`src/rtl/cmp_pkg.sv`:
```
// Shared definitions for the comparator subsystem.
//   - search_state_e : state encoding for the successive-approximation searcher
//   - FLAG_*         : {PMQ, PmQ} flag-pair encodings from the magnitude comparator
package cmp_pkg;

  typedef enum logic [1:0] {
    S_IDLE,
    S_WAIT,
    S_SAMPLE
  } search_state_e;

  localparam logic [1:0] FLAG_EQ  = 2'b11;
  localparam logic [1:0] FLAG_GT  = 2'b10;
  localparam logic [1:0] FLAG_LT  = 2'b01;
  localparam logic [1:0] FLAG_BAD = 2'b00;

endpackage

```
`src/rtl/mag_search_sar.sv`:
```
// Successive-approximation searcher that recovers an unknown W-bit value Q
// by driving trial values into a magnitude comparator and reading back its
// {PMQ, PmQ} flag pair.
// Ports:
//   clk, rst      : clock (rising edge), asynchronous active-high reset
//   start         : launch a search (honoured in IDLE only)
//   pmq, pmq_le   : comparator flags P>=Q and P<=Q
//   probe         : registered trial value driven to comparator P
//   busy          : search in progress
//   done          : one-cycle pulse at the end of a search
//   found         : recovered Q, held until the next search completes
//   err           : pulse with done when the invalid flag pair 00 was seen
//   steps         : comparisons used by the last/current search
module mag_search_sar
  import cmp_pkg::*;
#(
  parameter int unsigned W      = 4,
  parameter int unsigned SETTLE = 0
) (
  input  logic                     clk,
  input  logic                     rst,
  input  logic                     start,
  input  logic                     pmq,
  input  logic                     pmq_le,
  output logic [W-1:0]             probe,
  output logic                     busy,
  output logic                     done,
  output logic [W-1:0]             found,
  output logic                     err,
  output logic [$clog2(W+1)-1:0]   steps
);

  localparam int unsigned SW       = $clog2(W + 1);
  localparam int unsigned IW       = (W > 1) ? $clog2(W) : 1;
  localparam int unsigned CW       = (SETTLE > 0) ? $clog2(SETTLE + 1) : 1;
  localparam int unsigned CNT_LOAD = (SETTLE > 0) ? SETTLE - 1 : 0;

  localparam logic [W-1:0] ONE     = W'(1);
  localparam logic [W-1:0] TOP_BIT = ONE << (W - 1);

  search_state_e state_q, state_d;
  logic [W-1:0]  probe_q, probe_d;
  logic [W-1:0]  result_q, result_d;
  logic [IW-1:0] idx_q, idx_d;
  logic [CW-1:0] cnt_q, cnt_d;
  logic [SW-1:0] steps_q, steps_d;
  logic [W-1:0]  found_q, found_d;
  logic          busy_q, busy_d;
  logic          done_q, done_d;
  logic          err_q, err_d;

  logic [1:0]    flags;
  logic [W-1:0]  bit_idx;
  logic [W-1:0]  bit_nxt;
  logic [W-1:0]  result_upd;

  assign flags   = {pmq, pmq_le};
  assign bit_idx = ONE << idx_q;
  // Only used when idx_q > 0, so the wrap at idx_q == 0 is harmless.
  assign bit_nxt = ONE << (idx_q - 1'b1);

  always_comb begin
    state_d    = state_q;
    probe_d    = probe_q;
    result_d   = result_q;
    idx_d      = idx_q;
    cnt_d      = cnt_q;
    steps_d    = steps_q;
    found_d    = found_q;
    busy_d     = busy_q;
    done_d     = 1'b0;
    err_d      = 1'b0;
    // Probe = decided bits | trial bit, so "keep" sets the trial bit and
    // "clear" leaves the decided bits untouched.
    result_upd = (flags == FLAG_LT) ? (result_q | bit_idx) : result_q;

    case (state_q)
      S_IDLE: begin
        if (start) begin
          result_d = '0;
          idx_d    = IW'(W - 1);
          probe_d  = TOP_BIT;
          steps_d  = '0;
          busy_d   = 1'b1;
          if (SETTLE > 0) begin
            cnt_d   = CW'(CNT_LOAD);
            state_d = S_WAIT;
          end else begin
            state_d = S_SAMPLE;
          end
        end
      end

      S_WAIT: begin
        if (cnt_q == '0) begin
          state_d = S_SAMPLE;
        end else begin
          cnt_d = cnt_q - 1'b1;
        end
      end

      S_SAMPLE: begin
        steps_d = steps_q + 1'b1;
        case (flags)
          FLAG_EQ: begin
            found_d = probe_q;
            done_d  = 1'b1;
            busy_d  = 1'b0;
            state_d = S_IDLE;
          end
          FLAG_LT, FLAG_GT: begin
            result_d = result_upd;
            if (idx_q == '0) begin
              found_d = result_upd;
              done_d  = 1'b1;
              busy_d  = 1'b0;
              state_d = S_IDLE;
            end else begin
              idx_d   = idx_q - 1'b1;
              probe_d = result_upd | bit_nxt;
              if (SETTLE > 0) begin
                cnt_d   = CW'(CNT_LOAD);
                state_d = S_WAIT;
              end else begin
                state_d = S_SAMPLE;
              end
            end
          end
          FLAG_BAD: begin
            found_d = '0;
            err_d   = 1'b1;
            done_d  = 1'b1;
            busy_d  = 1'b0;
            state_d = S_IDLE;
          end
        endcase
      end

      default: state_d = S_IDLE;
    endcase
  end

  always_ff @(posedge clk or posedge rst) begin
    if (rst) begin
      state_q  <= S_IDLE;
      probe_q  <= '0;
      result_q <= '0;
      idx_q    <= '0;
      cnt_q    <= '0;
      steps_q  <= '0;
      found_q  <= '0;
      busy_q   <= 1'b0;
      done_q   <= 1'b0;
      err_q    <= 1'b0;
    end else begin
      state_q  <= state_d;
      probe_q  <= probe_d;
      result_q <= result_d;
      idx_q    <= idx_d;
      cnt_q    <= cnt_d;
      steps_q  <= steps_d;
      found_q  <= found_d;
      busy_q   <= busy_d;
      done_q   <= done_d;
      err_q    <= err_d;
    end
  end

  assign probe = probe_q;
  assign busy  = busy_q;
  assign done  = done_q;
  assign found = found_q;
  assign err   = err_q;
  assign steps = steps_q;

endmodule

```
`config.mk`:
```
export PLATFORM = sky130hd
export DESIGN_NAME = mag_search_sar
export DESIGN_NICKNAME = d
export VERILOG_FILES = /design/src/rtl/cmp_pkg.sv /design/src/rtl/mag_search_sar.sv
export SDC_FILE = /design/constraint.sdc
export NUM_CORES = 1
export LEC_CHECK = 0
export ABC_AREA = 1
export BUFFER_PORTS_ARGS = -buffer_cell sky130_fd_sc_hd__buf_2
export CORE_MARGIN = 2
export CORE_UTILIZATION = 59
export DETAILED_ROUTE_END_ITERATION = 8
export PLACE_DENSITY = 0.92
export SETUP_SLACK_MARGIN = 0.3
export SLEW_MARGIN = 40
export SYNTH_ARGS = -nofsm -noshare
export SYNTH_HDL_FRONTEND = slang
export SYNTH_SLANG_ARGS = --single-unit
export TNS_END_PERCENT = 100
```
`constraint.sdc`:
```
create_clock -name clk -period 3.78 [get_ports clk]
set_input_delay 0.378 -clock clk [delete_from_list [all_inputs] [get_ports clk]]
set_output_delay 0.378 -clock clk [all_outputs]
set_load 0.03 [all_outputs]
```
# Yosys cells after proc, flatten, opt, wreduce, memory -nomap -nowiden
# Index checks and enable logic that the tools add are counted.
[totals]
regBits = 23
in_bits = 5
out_inout_bits = 14
elab_cells = 71
[op_classes]
n_addsub = 3
eq_ne = 11
n_shift = 2
n_mux = 31
bitwise_logic = 2
n_reduce_logical = 12
[op_table]
columns = ["cell", "count"]
rows = [
  ["4-bit two-way mux", 7],
  ["4-bit case mux with 2 select lines", 2],
  ["2-bit two-way mux", 6],
  ["4-bit case mux with 3 select lines", 1],
  ["2-bit inequality test (second input constant)", 5],
  ["4-bit OR", 2],
  ["2-bit case mux with 2 select lines", 2],
  ["1-bit by 2-bit << shifter with 4-bit output (first input constant)", 2],
  ["1-bit two-way mux", 7],
  ["2-bit == test (second input constant)", 3],
  ["2-bit zero test", 3],
  ["1-bit case mux with 2 select lines", 3],
  ["2-bit case mux with 3 select lines", 1],
  ["3-bit case mux with 2 select lines", 1],
  ["2-bit AND reduction", 3],
  ["3-bit AND reduction", 2],
  ["2-bit by 1-bit == test with 1-bit output (second input constant)", 2],
  ["4-bit AND reduction", 1],
  ["2-bit OR reduction", 2],
  ["3-bit by 1-bit adder with 3-bit output (second input constant)", 1],
  ["3-bit two-way mux", 1],
  ["3-bit inequality test (second input constant)", 1],
  ["2-bit nonzero test", 1],
  ["2-bit by 1-bit subtractor with 2-bit output (second input constant)", 1],
  ["1-bit subtractor (second input constant)", 1],
]

# Depth between registers and ports, before layout
# Gate-level depths: netlist of the first run.
[depth]
word_depth = 7
depth_mapped = 9
depth_no_buf = 8

# Least setup slack after synthesis of the first run
# No wires, ideal clock.
[synth_timing]
path_type = "input to register"
startpoint = "input pmq"
endpoint = "register probe_q[3], in the netlist probe[3]"
setup_ns = 0.117
arrival_time_ns = 1.146
required_time_ns = 3.663
setup_slack_ns = 2.517
stages = 8
n_path_buf = 1
cell_sequence = "inv_1 > ha_1 > buf_6 > nand2_4 > nand2_4 > nand2_4 > nand2_1 > nand2_1"
[synth_via]
elab_chain_cells = 6
word_cells_on_any_way = 10
classes_between = "eq/ne (3); mux (4); bitwise (1); reduce/logical (2)"
[synth_lines]
columns = ["element", "line_no", "rtl"]
rows = [
  ["start: declaration", "mag_search_sar.sv:23", "input logic pmq,"],
  ["2-bit by 1-bit == test with 1-bit output", "mag_search_sar.sv:75, mag_search_sar.sv:104", ""],
  ["4-bit two-way mux", "mag_search_sar.sv:75", "result_upd = (flags == FLAG_LT) ? (result_q | bit_idx) : result_q;"],
  ["4-bit OR", "mag_search_sar.sv:120", "probe_d = result_upd | bit_nxt;"],
  ["4-bit two-way mux", "mag_search_sar.sv:113", "if (idx_q == '0) begin"],
  ["4-bit two-way mux", "mag_search_sar.sv:104", "case (flags)"],
  ["4-bit case mux with 2 select lines", "mag_search_sar.sv:77", "case (state_q)"],
  ["end signal: assignment", "mag_search_sar.sv:157", "probe_q <= probe_d;"],
  ["end: declaration", "mag_search_sar.sv:42", "logic [W-1:0] probe_q, probe_d;"],
]
# Several ways; a longest one is shown, not always the timed one. The select of a mux whose other input is x is not followed.
# A chain may end at the register's enable or synchronous reset.

# Worst setup path after layout of the first run
[layout_timing]
startpoint = "register state_q[1]"
endpoint = "register probe_q[3], in the netlist probe[3]"
[layout_via]
elab_chain_cells = 3
word_cells_on_any_way = 8
classes_between = "eq/ne (4); mux (1); reduce/logical (3)"
[layout_lines]
columns = ["element", "line_no", "rtl"]
rows = [
  ["start: declaration", "mag_search_sar.sv:41", "search_state_e state_q, state_d;"],
  ["start signal: assignment", "mag_search_sar.sv:156", "state_q <= state_d;"],
  ["2-bit == test or 2-bit zero test (tied branches)", "mag_search_sar.sv:77", ""],
  ["2-bit inequality test (no line) or 2-bit nonzero test (tied branches)", "n/a", ""],
  ["4-bit AND reduction (no line)", "n/a", ""],
]
# Several ways; a longest one is shown, not always the timed one.

==> results.py, run 1 <==
metrics = {
    "setup_path": {
        "reg2reg_depth": 5,
        "crit_fanout": 16,
        "end_kind": "register",
        "cp-start-kind": "register",
        "cpMostUsedCell": "nand2_1",
        "critical_path_required_ps": 3990,
        "reg2reg_slack_ps": 2220,
        "cp_slowest_cell": "dfrtp_1",
        "max_stage_delay_ps": 930,
        "crit_chain": "nand2_1 -> nand2_4 -> nor2_4 -> nand2_1 -> nand2_1",
        "worstSetupStartpoint": "state_q[1]",
        "reg2reg_to": "probe[3]",
        "cp.arrival_ps": 1780,
        "crit_buf_inv": 0,
        "critical_path_class": "reg -> reg",
        "cpLargestDelayFamily": "flip-flops",
        "rr_startpoint": "state_q[1]",
    },
    "route": {
        "wl_per_cell_um": 12.4,
        "num_vias": 900,
        "viasPerCell": 5.03,
        "drtAntennaViolNets": 0,
        "dr.first_iter.drc_count": 28,
        "drtPass1Iterations": 4,
        "drcViolationCount": 0,
        "wl_um": 2230,
    },
    "synthesis": {
        "ys_ff_latch": 21,
        "synth.distinct_cells": 22,
        "syn_nets": 147,
        "avgSynthCellArea_sq_um": 8.81,
        "synthCells": 133,
        "ys_seq_area_frac": 0.449,
        "yosysWarnings": 0,
        "synth_area_sq_um": 1170,
    },
    "sta": {
        "tns_ps": 0,
        "finalSetupViolations": 0,
        "tightest_slew_ps": 867,
        "slew_headroom": 0.422,
        "rsz0062_at_grt": "no",
        "finalCritPeriodShare": 0.414,
        "hold_viol": 0,
        "fin_worst_skew_ps": 1.38,
        "holdWs_ps": 48.9,
        "period_needed_ps": 1560,
        "max_freq_mhz": 639,
        "slew_violations": 0,
    },
    "min_path": {
        "hp-class": "in -> async",
    },
    "grt": {
        "grt_max_degree": 22,
        "grt_antenna_before_repair": 0,
        "grt_pass1_wl_um": 3800,
        "globalRouteTotalUtil": 0.209,
        "grt_overflow": 0,
        "grt_pass1_vias": 905,
    },
    "clock_tree": {
        "clkTransAtPathRegs_ps": 110,
        "cts_tree": "yes",
        "clock-sinks": 21,
        "post_cts_buffers": 0,
        "hold_buffers": 0,
        "post_cts_resized": 0,
        "cts_buffers": 3,
        "clk-insertion-delay-late_ps": 310,
        "cts_buffer_depth": 2,
        "clock-root-buffer": "clkbuf_4",
        "htreeDepth": 1,
    },
    "floorplan": {
        "boundaryPins": 19,
        "die_width_um": 48.6,
        "initial_core_util": 0.609,
        "die_y_um": 48.6,
        "rows": 16,
        "die_area_sq_um": 2360,
        "core_sq_um": 1920,
    },
    "power": {
        "leakagePower_nw": 0.754,
        "power_density_nw_per_um2": 795,
        "peakVddDrop_v": 0.000411,
    },
    "final_layout": {
        "final_cells": 179,
        "area_growth_pct": 9.30,
        "drive_gt1_frac": 0.250,
        "fin_nets": 167,
        "num_antenna_cells": 0,
    },
    "placed_design": {
        "io_buffers": 18,
        "place.gp.congestion": 0.836,
        "dp_cells": 175,
        "dp_hpwl_um": 1700,
    },
    "outcome": {
        "status": "complete, no violations",
    },
    "flow_run": {
        "max_cap_viol_count": 0,
    },
}
-- registers in the layout, summed over array words and instances (netlist names) --
register	flops
busy	1
done	1
err	1
found	4
idx_q	2
probe	4
result_q	4
state_q	1
steps	3
-- routing by layer --
| layer | wire (um) | GRT usage | share of wire | vias to the layer above |
|---|---|---|---|---|
| li1 | - | - | - | 446 |
| met1 | 917 | 0.230 | 0.41 | 419 |
| met2 | 1210 | 0.403 | 0.54 | 30 |
| met3 | 70 | 0.0278 | 0.031 | 5 |
| met4 | 31 | 0.0857 | 0.014 | 0 |
| met5 | 0 | 0 | 0 | - |
-- synthesized netlist by cell type --
cell type	n	area, sq um
nand4_1	1	6.26
o21ai_0	4	20.0
nor2_4	2	22.5
inv_1	14	52.6
a21oi_1	4	20.0
o21ai_1	4	20.0
nand2_2	1	6.26
dfrtp_1	21	526
nand2_1	43	161
buf_6	2	22.5
inv_2	2	7.51
inv_4	1	6.26
a21oi_2	1	8.76
nor2_8	1	20.0
nor2_2	1	6.26
ha_1	9	113
nand3_2	1	10.0
xor2_1	1	8.76
nand2_4	5	56.3
a22o_1	1	8.76
nor2_1	13	48.8
buf_12	1	20.0
-- layout make-up --
cell class | count | area [sq um]
fillers | 159 | 642
multi-input cells | 92 | 537
flip-flops and latches | 21 | 526
repair buffers | 18 | 90.1
inverters | 17 | 66.3
well taps | 27 | 33.8
clock buffers | 3 | 22.5
clock inverters | 1 | 5.00
-- layout by cell type (no fill, tap or decap) --
master and instances:
a22o_1 1, o21ai_0 4, ha_1 9, nand3_2 1
nor2_2 1, nand4_1 1, a21oi_2 1, nand2_1 43
nand2_4 5, nand2_2 1, nor2_1 13, clkbuf_4 3
inv_4 1, o21ai_1 4, inv_1 13, buf_2 18
xor2_1 1, nor2_8 1, inv_2 3, nor2_4 2
a21oi_1 4, dfrtp_1 21, clkinv_2 1
-- worst max path at each step --
stage | cells past startpoint | slack (ps) | to
floorplan | 8 | 2520 | probe[3]
global placement | 8 | 2270 | idx_q[1]
detailed placement | 7 | 2210 | probe[1]
CTS | 5 | 2230 | probe[3]
global route | 5 | 2140 | probe[3]
finish | 5 | 2220 | probe[3]
-- metrics by stage --
step           setup WS, ps  cell area (sq um)  power [mW]   util
4_1_cts                2230               1280        1.02  0.666
6_report               2220               1280        1.02  0.666
2_1_floorplan          2520               1170       0.805      -
3_3_place_gp           2270               1250       0.882  0.652
3_5_place_dp           2210               1250       0.907  0.652
5_1_grt                2140               1280        1.09  0.666
-- cell families (layout without fill, tap and decap cells) --
family                   Yosys count  count (layout)  share of synthesized area
adder cells (fa/ha/maj)            9               9                     0.0962
buffers and inverters             20              39                     0.0930
AND/OR/NAND/NOR                   68              68                      0.288
AO/OA/AOI/OAI                     14              14                     0.0662
flip-flops                        21              21                      0.449
XOR/XNOR                           1               1                    0.00748
-- power breakdown --
part           internal (mW)  switching, mW
Clock                 0.0395         0.0693
Combinational          0.161          0.344
Sequential             0.307         0.0965
Note: power is estimated with default switching activity, not from simulation.
==> run 2: changes to the inputs <==
--- a/config.mk
+++ b/config.mk
@@ -8,9 +8,9 @@
 export ABC_AREA = 1
 export BUFFER_PORTS_ARGS = -buffer_cell sky130_fd_sc_hd__buf_2
 export CORE_MARGIN = 2
-export CORE_UTILIZATION = 59
+export CORE_UTILIZATION = 49
 export DETAILED_ROUTE_END_ITERATION = 8
-export PLACE_DENSITY = 0.92
+export PLACE_DENSITY = 0.83
 export SETUP_SLACK_MARGIN = 0.3
 export SLEW_MARGIN = 40
 export SYNTH_ARGS = -nofsm -noshare
==> constraint.sdc (replaced) <==
create_clock -name clk -period 1.4 [get_ports clk]
set_input_delay 0.14 -clock clk [delete_from_list [all_inputs] [get_ports clk]]
set_output_delay 0.14 -clock clk [all_outputs]
set_load 0.03 [all_outputs]
==> run 2 against run 1 <==
  * Sequential cell count did not move
  * Register-to-register slack got worse by 2100 ps
  * Largest power group unchanged
  * Cell area rose by 17%
  * Maximum frequency rose by 21%
  * Count of clock-buffer cells in the layout did not move
  * Total power rose to 3.2 times the previous value
  * Cell count rose by 7.3%
  * Clock power rose to 2.8 times the previous value
==> results.py, run 2 (synthesized netlist as in run 1, its figures left out) <==
metrics = {
    "placed_design": {
        "dp_hpwl_um": 1660,
        "io_buffers": 18,
        "post_dp_cell_area_sq_um": 1310,
        "place.gp.congestion": 0.834,
    },
    "sta": {
        "tightest_slew_ps": 305,
        "slew_violations": 0,
        "fin_worst_skew_ps": 1.43,
        "slew_headroom": 0.796,
        "finalCritPeriodShare": 0.922,
        "rsz0062_at_grt": "yes",
        "finalSetupViolations": 0,
        "max_freq_mhz": 775,
        "period_needed_ps": 1290,
        "hold_viol": 0,
        "tns_ps": 0,
    },
    "clock_tree": {
        "clkTransAtPathRegs_ps": 120,
        "cts_tree": "yes",
        "clk-insertion-delay-late_ps": 320,
        "clock-root-buffer": "clkbuf_4",
        "clock-sinks": 21,
        "cts_buffer_depth": 2,
        "htreeDepth": 1,
        "cts_buffers": 3,
    },
    "power": {
        "leakagePower_nw": 0.815,
        "switching_share": 0.486,
        "clockPowerShare": 0.094,
        "p_sw_mw": 1.58,
        "p_seq_frac": 0.308,
        "p_comb_frac": 0.597,
        "p_total_mw": 3.26,
        "intPower_mw": 1.68,
        "power_density_nw_per_um2": 2180,
        "peakVddDrop_v": 0.00138,
    },
    "setup_path": {
        "cp.arrival_ps": 1510,
        "critical_path_required_ps": 1620,
        "crit_fanout": 5,
        "end_kind": "register",
        "rr_startpoint": "idx_q[0]",
        "cp-start-kind": "register",
        "critical_path_class": "reg -> reg",
        "worstSetupStartpoint": "idx_q[0]",
    },
    "route": {
        "drtAntennaViolNets": 0,
        "num_vias": 979,
        "wl_per_cell_um": 13.7,
        "drtPass1Iterations": 4,
        "wl_um": 2620,
        "dr.first_iter.drc_count": 10,
        "drcViolationCount": 0,
        "viasPerCell": 5.10,
    },
    "grt": {
        "grt_overflow": 0,
        "globalRouteTotalUtil": 0.201,
        "grt_max_degree": 22,
        "grt_pass1_vias": 937,
        "grt_pass1_wl_um": 4010,
        "grt_antenna_before_repair": 0,
    },
    "final_layout": {
        "area_growth_pct": 27.7,
        "layout_common_cells": "nand2_1, dfrtp_1, buf_2",
        "drive_gt1_frac": 0.421,
        "seq_area_sq_um": 529,
        "fill_cells": 171,
        "num_antenna_cells": 0,
        "fin_nets": 179,
        "final_common_cell": "nand2_1",
        "multi_input_area_sq_um": 632,
        "fin_area_sq_um": 1500,
    },
    "floorplan": {
        "die_y_um": 52.9,
        "rows": 17,
        "boundaryPins": 19,
        "initial_core_util": 0.524,
        "die_area_sq_um": 2800,
        "core_sq_um": 2230,
        "die_width_um": 52.9,
    },
    "flow_run": {
        "max_cap_viol_count": 0,
    },
    "outcome": {
        "status": "complete, no violations",
    },
    "min_path": {
        "worstHoldStart": "start",
        "hp-class": "in -> reg",
    },
}
[run 2: changes by cell type in the layout (fill, tap and decap cells not counted), sizes merged]
cell and delta:
dlygate4sd3 +1, buf +9, nand2 +1, clkbuf +1
[run 2: power by group through the flow]
stage	clock network (mW)	logic, mW	registers (mW)
finish	0.308	1.95	1.00
global placement	0	1.52	0.995
CTS	0.302	1.69	0.997
floorplan	0	0.885	1.34
global route	0.333	2.09	1.04
detailed placement	0	1.56	1.01
[run 2: routing by layer]
metal	vias up	track usage	wire length [um]
li1	473	-	-
met1	477	0.230	1130
met2	22	0.363	1360
met3	7	0.0254	80
met4	0	0.103	54
met5	-	0	0
[run 2: repair_timing]
item                       CTS  global route
buffers inserted             2             5
gates cloned                 1             0
gates resized for setup      7            23
setup endpoints to repair   13            18
hold buffers                 1             0
pin swaps                    1             2
hold endpoints to repair    21             0
[run 2: through the flow]
stage	hold WS (ps)	cells	worst slack, ps	util
floorplan	116	133	308	-
global placement	178	179	213	0.585
detailed placement	182	179	166	0.585
CTS	165	187	200	0.626
global route	173	192	85.4	0.669
finish	166	192	109	0.669
[run 2: area by class of cell]
cell class	count	area share
Clock inverter	1	0.00335
Timing Repair Buffer	29	0.132
Tap cell	28	0.0234
Multi-Input combinational cell	93	0.423
Clock buffer	3	0.0151
Sequential cell	21	0.354
Inverter	17	0.0494
[run 2: path summary, 6_finish.rpt]
path / to / slack, ps / cells after the start
min in group asynchronous: state_q[1] / 370 / 4
setup reg to reg: probe[0] / 110 / 6
hold / removal: state_q[1] / 170 / 3
setup / recovery: probe[0] / 110 / 6
max in group asynchronous: idx_q[1] / 790 / 4
hold reg to reg: found[1] / 490 / 2
[run 2: worst max-delay path: stages (launching register included)]
cell and delay (ps):
dfrtp_1 410, inv_2 100, ha_1 210, nand2_1 90
nand2_2 70, o21ai_0 220, nand2_1 80
==> run 3: changes to the inputs <==
==> constraint.sdc (replaced) <==
create_clock -name clk -period 1.4 [get_ports clk]
set_input_delay 0.21 -clock clk [delete_from_list [all_inputs] [get_ports clk]]
set_output_delay 0.21 -clock clk [all_outputs]
set_load 0.03 [all_outputs]
==> run 3 against run 2 <==
  * Core utilization up 3.8 points
  * Sequential share of layout area down 1.9 points
  * Clock skew up 0.52 ps
  * Total power up 7.6%
  * Count of clock-buffer cells in the layout unchanged
  * Non-clock buffer count up 4
  * First-iteration DRC count rose to 3.8 times the previous value
  * Maximum frequency up 5.8%
  * Hold slack better by 66 ps
  * Via count down 0.92%
==> results.py, run 3 (synthesized netlist as in run 1, its figures left out) <==
metrics = {
    "floorplan": {
        "rows": 17,
        "die_width_um": 52.9,
        "core_sq_um": 2230,
        "die_y_um": 52.9,
        "initial_core_util": 0.524,
        "die_area_sq_um": 2800,
        "boundaryPins": 19,
    },
    "clock_tree": {
        "cts_buffers": 3,
        "cts_buffer_depth": 2,
        "cts_tree": "yes",
        "clk-insertion-delay-late_ps": 310,
        "clock-root-buffer": "clkbuf_4",
        "clkTransAtPathRegs_ps": 120,
        "clock-sinks": 21,
        "htreeDepth": 1,
    },
    "route": {
        "drtAntennaViolNets": 0,
        "num_vias": 970,
        "drtPass1Iterations": 5,
        "dr.first_iter.drc_count": 38,
        "wl_um": 2660,
        "viasPerCell": 4.95,
        "drcViolationCount": 0,
        "wl_per_cell_um": 13.6,
    },
    "grt": {
        "grt_pass1_wl_um": 3980,
        "grt_max_degree": 22,
        "grt-busiest-layer": "met2",
        "globalRouteTotalUtil": 0.200,
        "grt_pass1_vias": 909,
        "met2_usage": 0.333,
        "grt_antenna_before_repair": 0,
        "global_route.usage.met3": 0.0339,
        "grt_overflow": 0,
        "use_met1": 0.250,
    },
    "placed_design": {
        "dp_hpwl_um": 1650,
        "place.gp.congestion": 0.820,
        "post_dp_cell_area_sq_um": 1310,
        "io_buffers": 18,
    },
    "sta": {
        "tns_ps": 0,
        "rsz0062_at_grt": "yes",
        "slew_headroom": 0.802,
        "slew_violations": 0,
        "fin_worst_skew_ps": 1.95,
        "finalCritPeriodShare": 0.872,
        "hold_viol": 0,
        "max_freq_mhz": 819,
        "tightest_slew_ps": 297,
        "period_needed_ps": 1220,
        "finalSetupViolations": 0,
    },
    "setup_path": {
        "cpMostUsedCell": "nand2_1",
        "max_stage_delay_ps": 480,
        "critical_path_class": "reg -> reg",
        "worstSetupStartpoint": "idx_q[1]",
        "cp_slowest_cell": "dfrtp_2",
        "crit_fanout": 4,
        "cp-start-kind": "register",
        "rr_startpoint": "idx_q[1]",
        "cp.arrival_ps": 1480,
        "critical_path_required_ps": 1660,
        "end_kind": "register",
        "crit_chain": "inv_4 -> ha_2 -> nand2_1 -> nand2_2 -> nand2_1 -> nand2_1 -> nand2_1 -> nand2_1",
    },
    "final_layout": {
        "fin_nets": 183,
        "area_growth_pct": 34.8,
        "fin_area_sq_um": 1580,
        "final_common_cell": "nand2_1",
        "drive_gt1_frac": 0.399,
        "num_antenna_cells": 0,
        "layout_common_cells": "nand2_1, dfrtp_1, buf_6, buf_4, nor2_1",
    },
    "power": {
        "power_density_nw_per_um2": 2220,
        "leakagePower_nw": 0.842,
        "peakVddDrop_v": 0.00154,
    },
    "min_path": {
        "worstHoldStart": "start",
        "hp-class": "in -> reg",
    },
    "outcome": {
        "status": "complete, no violations",
    },
    "flow_run": {
        "max_cap_viol_count": 0,
    },
}
[run 3: cell types whose count changed in the layout (fill, tap and decap cells not counted), moves of 2 or more]
cell	previous run	this run
buf_6	0	13
buf_2	14	5
nand2_1	34	39
nand2_2	10	5
nor2_2	3	1
[run 3: report_power, final]
part	switching (mW)	total [mW]	internal (mW)
clock	0.198	0.307	0.109
sequential	0.197	1.04	0.842
combinational	1.23	2.16	0.936
total	1.62	3.51	1.89
[run 3: stage by stage]
stage / instances / worst slack, ps / utilization / total power [mW] / hold slack (ps)
after floorplan: 133 / 308 / - / 2.22 / 186
after global placement: 179 / 153 / 0.585 / 2.52 / 248
after detailed placement: 179 / 120 / 0.585 / 2.57 / 254
after CTS: 189 / 171 / 0.636 / 3.07 / 237
after global routing: 196 / 93.6 / 0.707 / 3.70 / 231
final: 196 / 179 / 0.707 / 3.51 / 232
[run 3: layer usage]
metal / wire [um] / share of wire
met1: 1070 / 0.40
met2: 1400 / 0.53
met3: 102 / 0.038
met4: 84 / 0.032
met5: 0 / 0
[run 3: critical path, delay by kind of cell (launching register included)]
| family | cells | cell delay [ps] |
|---|---|---|
| buffers and inverters | 1 | 90 |
| DFF | 1 | 480 |
| adders and majority gates | 1 | 180 |
| and+or+nand+nor | 6 | 410 |
[run 3: repair_timing]
action,4_1_cts,5_1_grt
hold buffers,1,0
resized for setup,13,37
endpoints found under the setup margin,20,30
buffers inserted,5,6
pin swaps,0,7
cloned,0,1
endpoints found under the hold margin,21,0
[run 3: final timing paths]
| check | cells after the start | slack, ps | end |
|---|---|---|---|
| worst max-delay path | 8 | 180 | found[1] |
| min in group asynchronous | 4 | 460 | done |
| worst min-delay path | 3 | 230 | state_q[1] |
| worst min register to register | 2 | 540 | busy |
| worst max register to register | 8 | 180 | found[1] |
| max in group asynchronous | 4 | 710 | idx_q[1] |
[run 3: cell type report]
class                   instances  area [sq um]
inverters                      17          73.8
flip-flops and latches         21           529
fillers                       148           654
clock buffers                   3          22.5
multi-input cells              93           612
clock inverters                 1          7.51
well taps                      28          35.0
repair buffers                 33           299
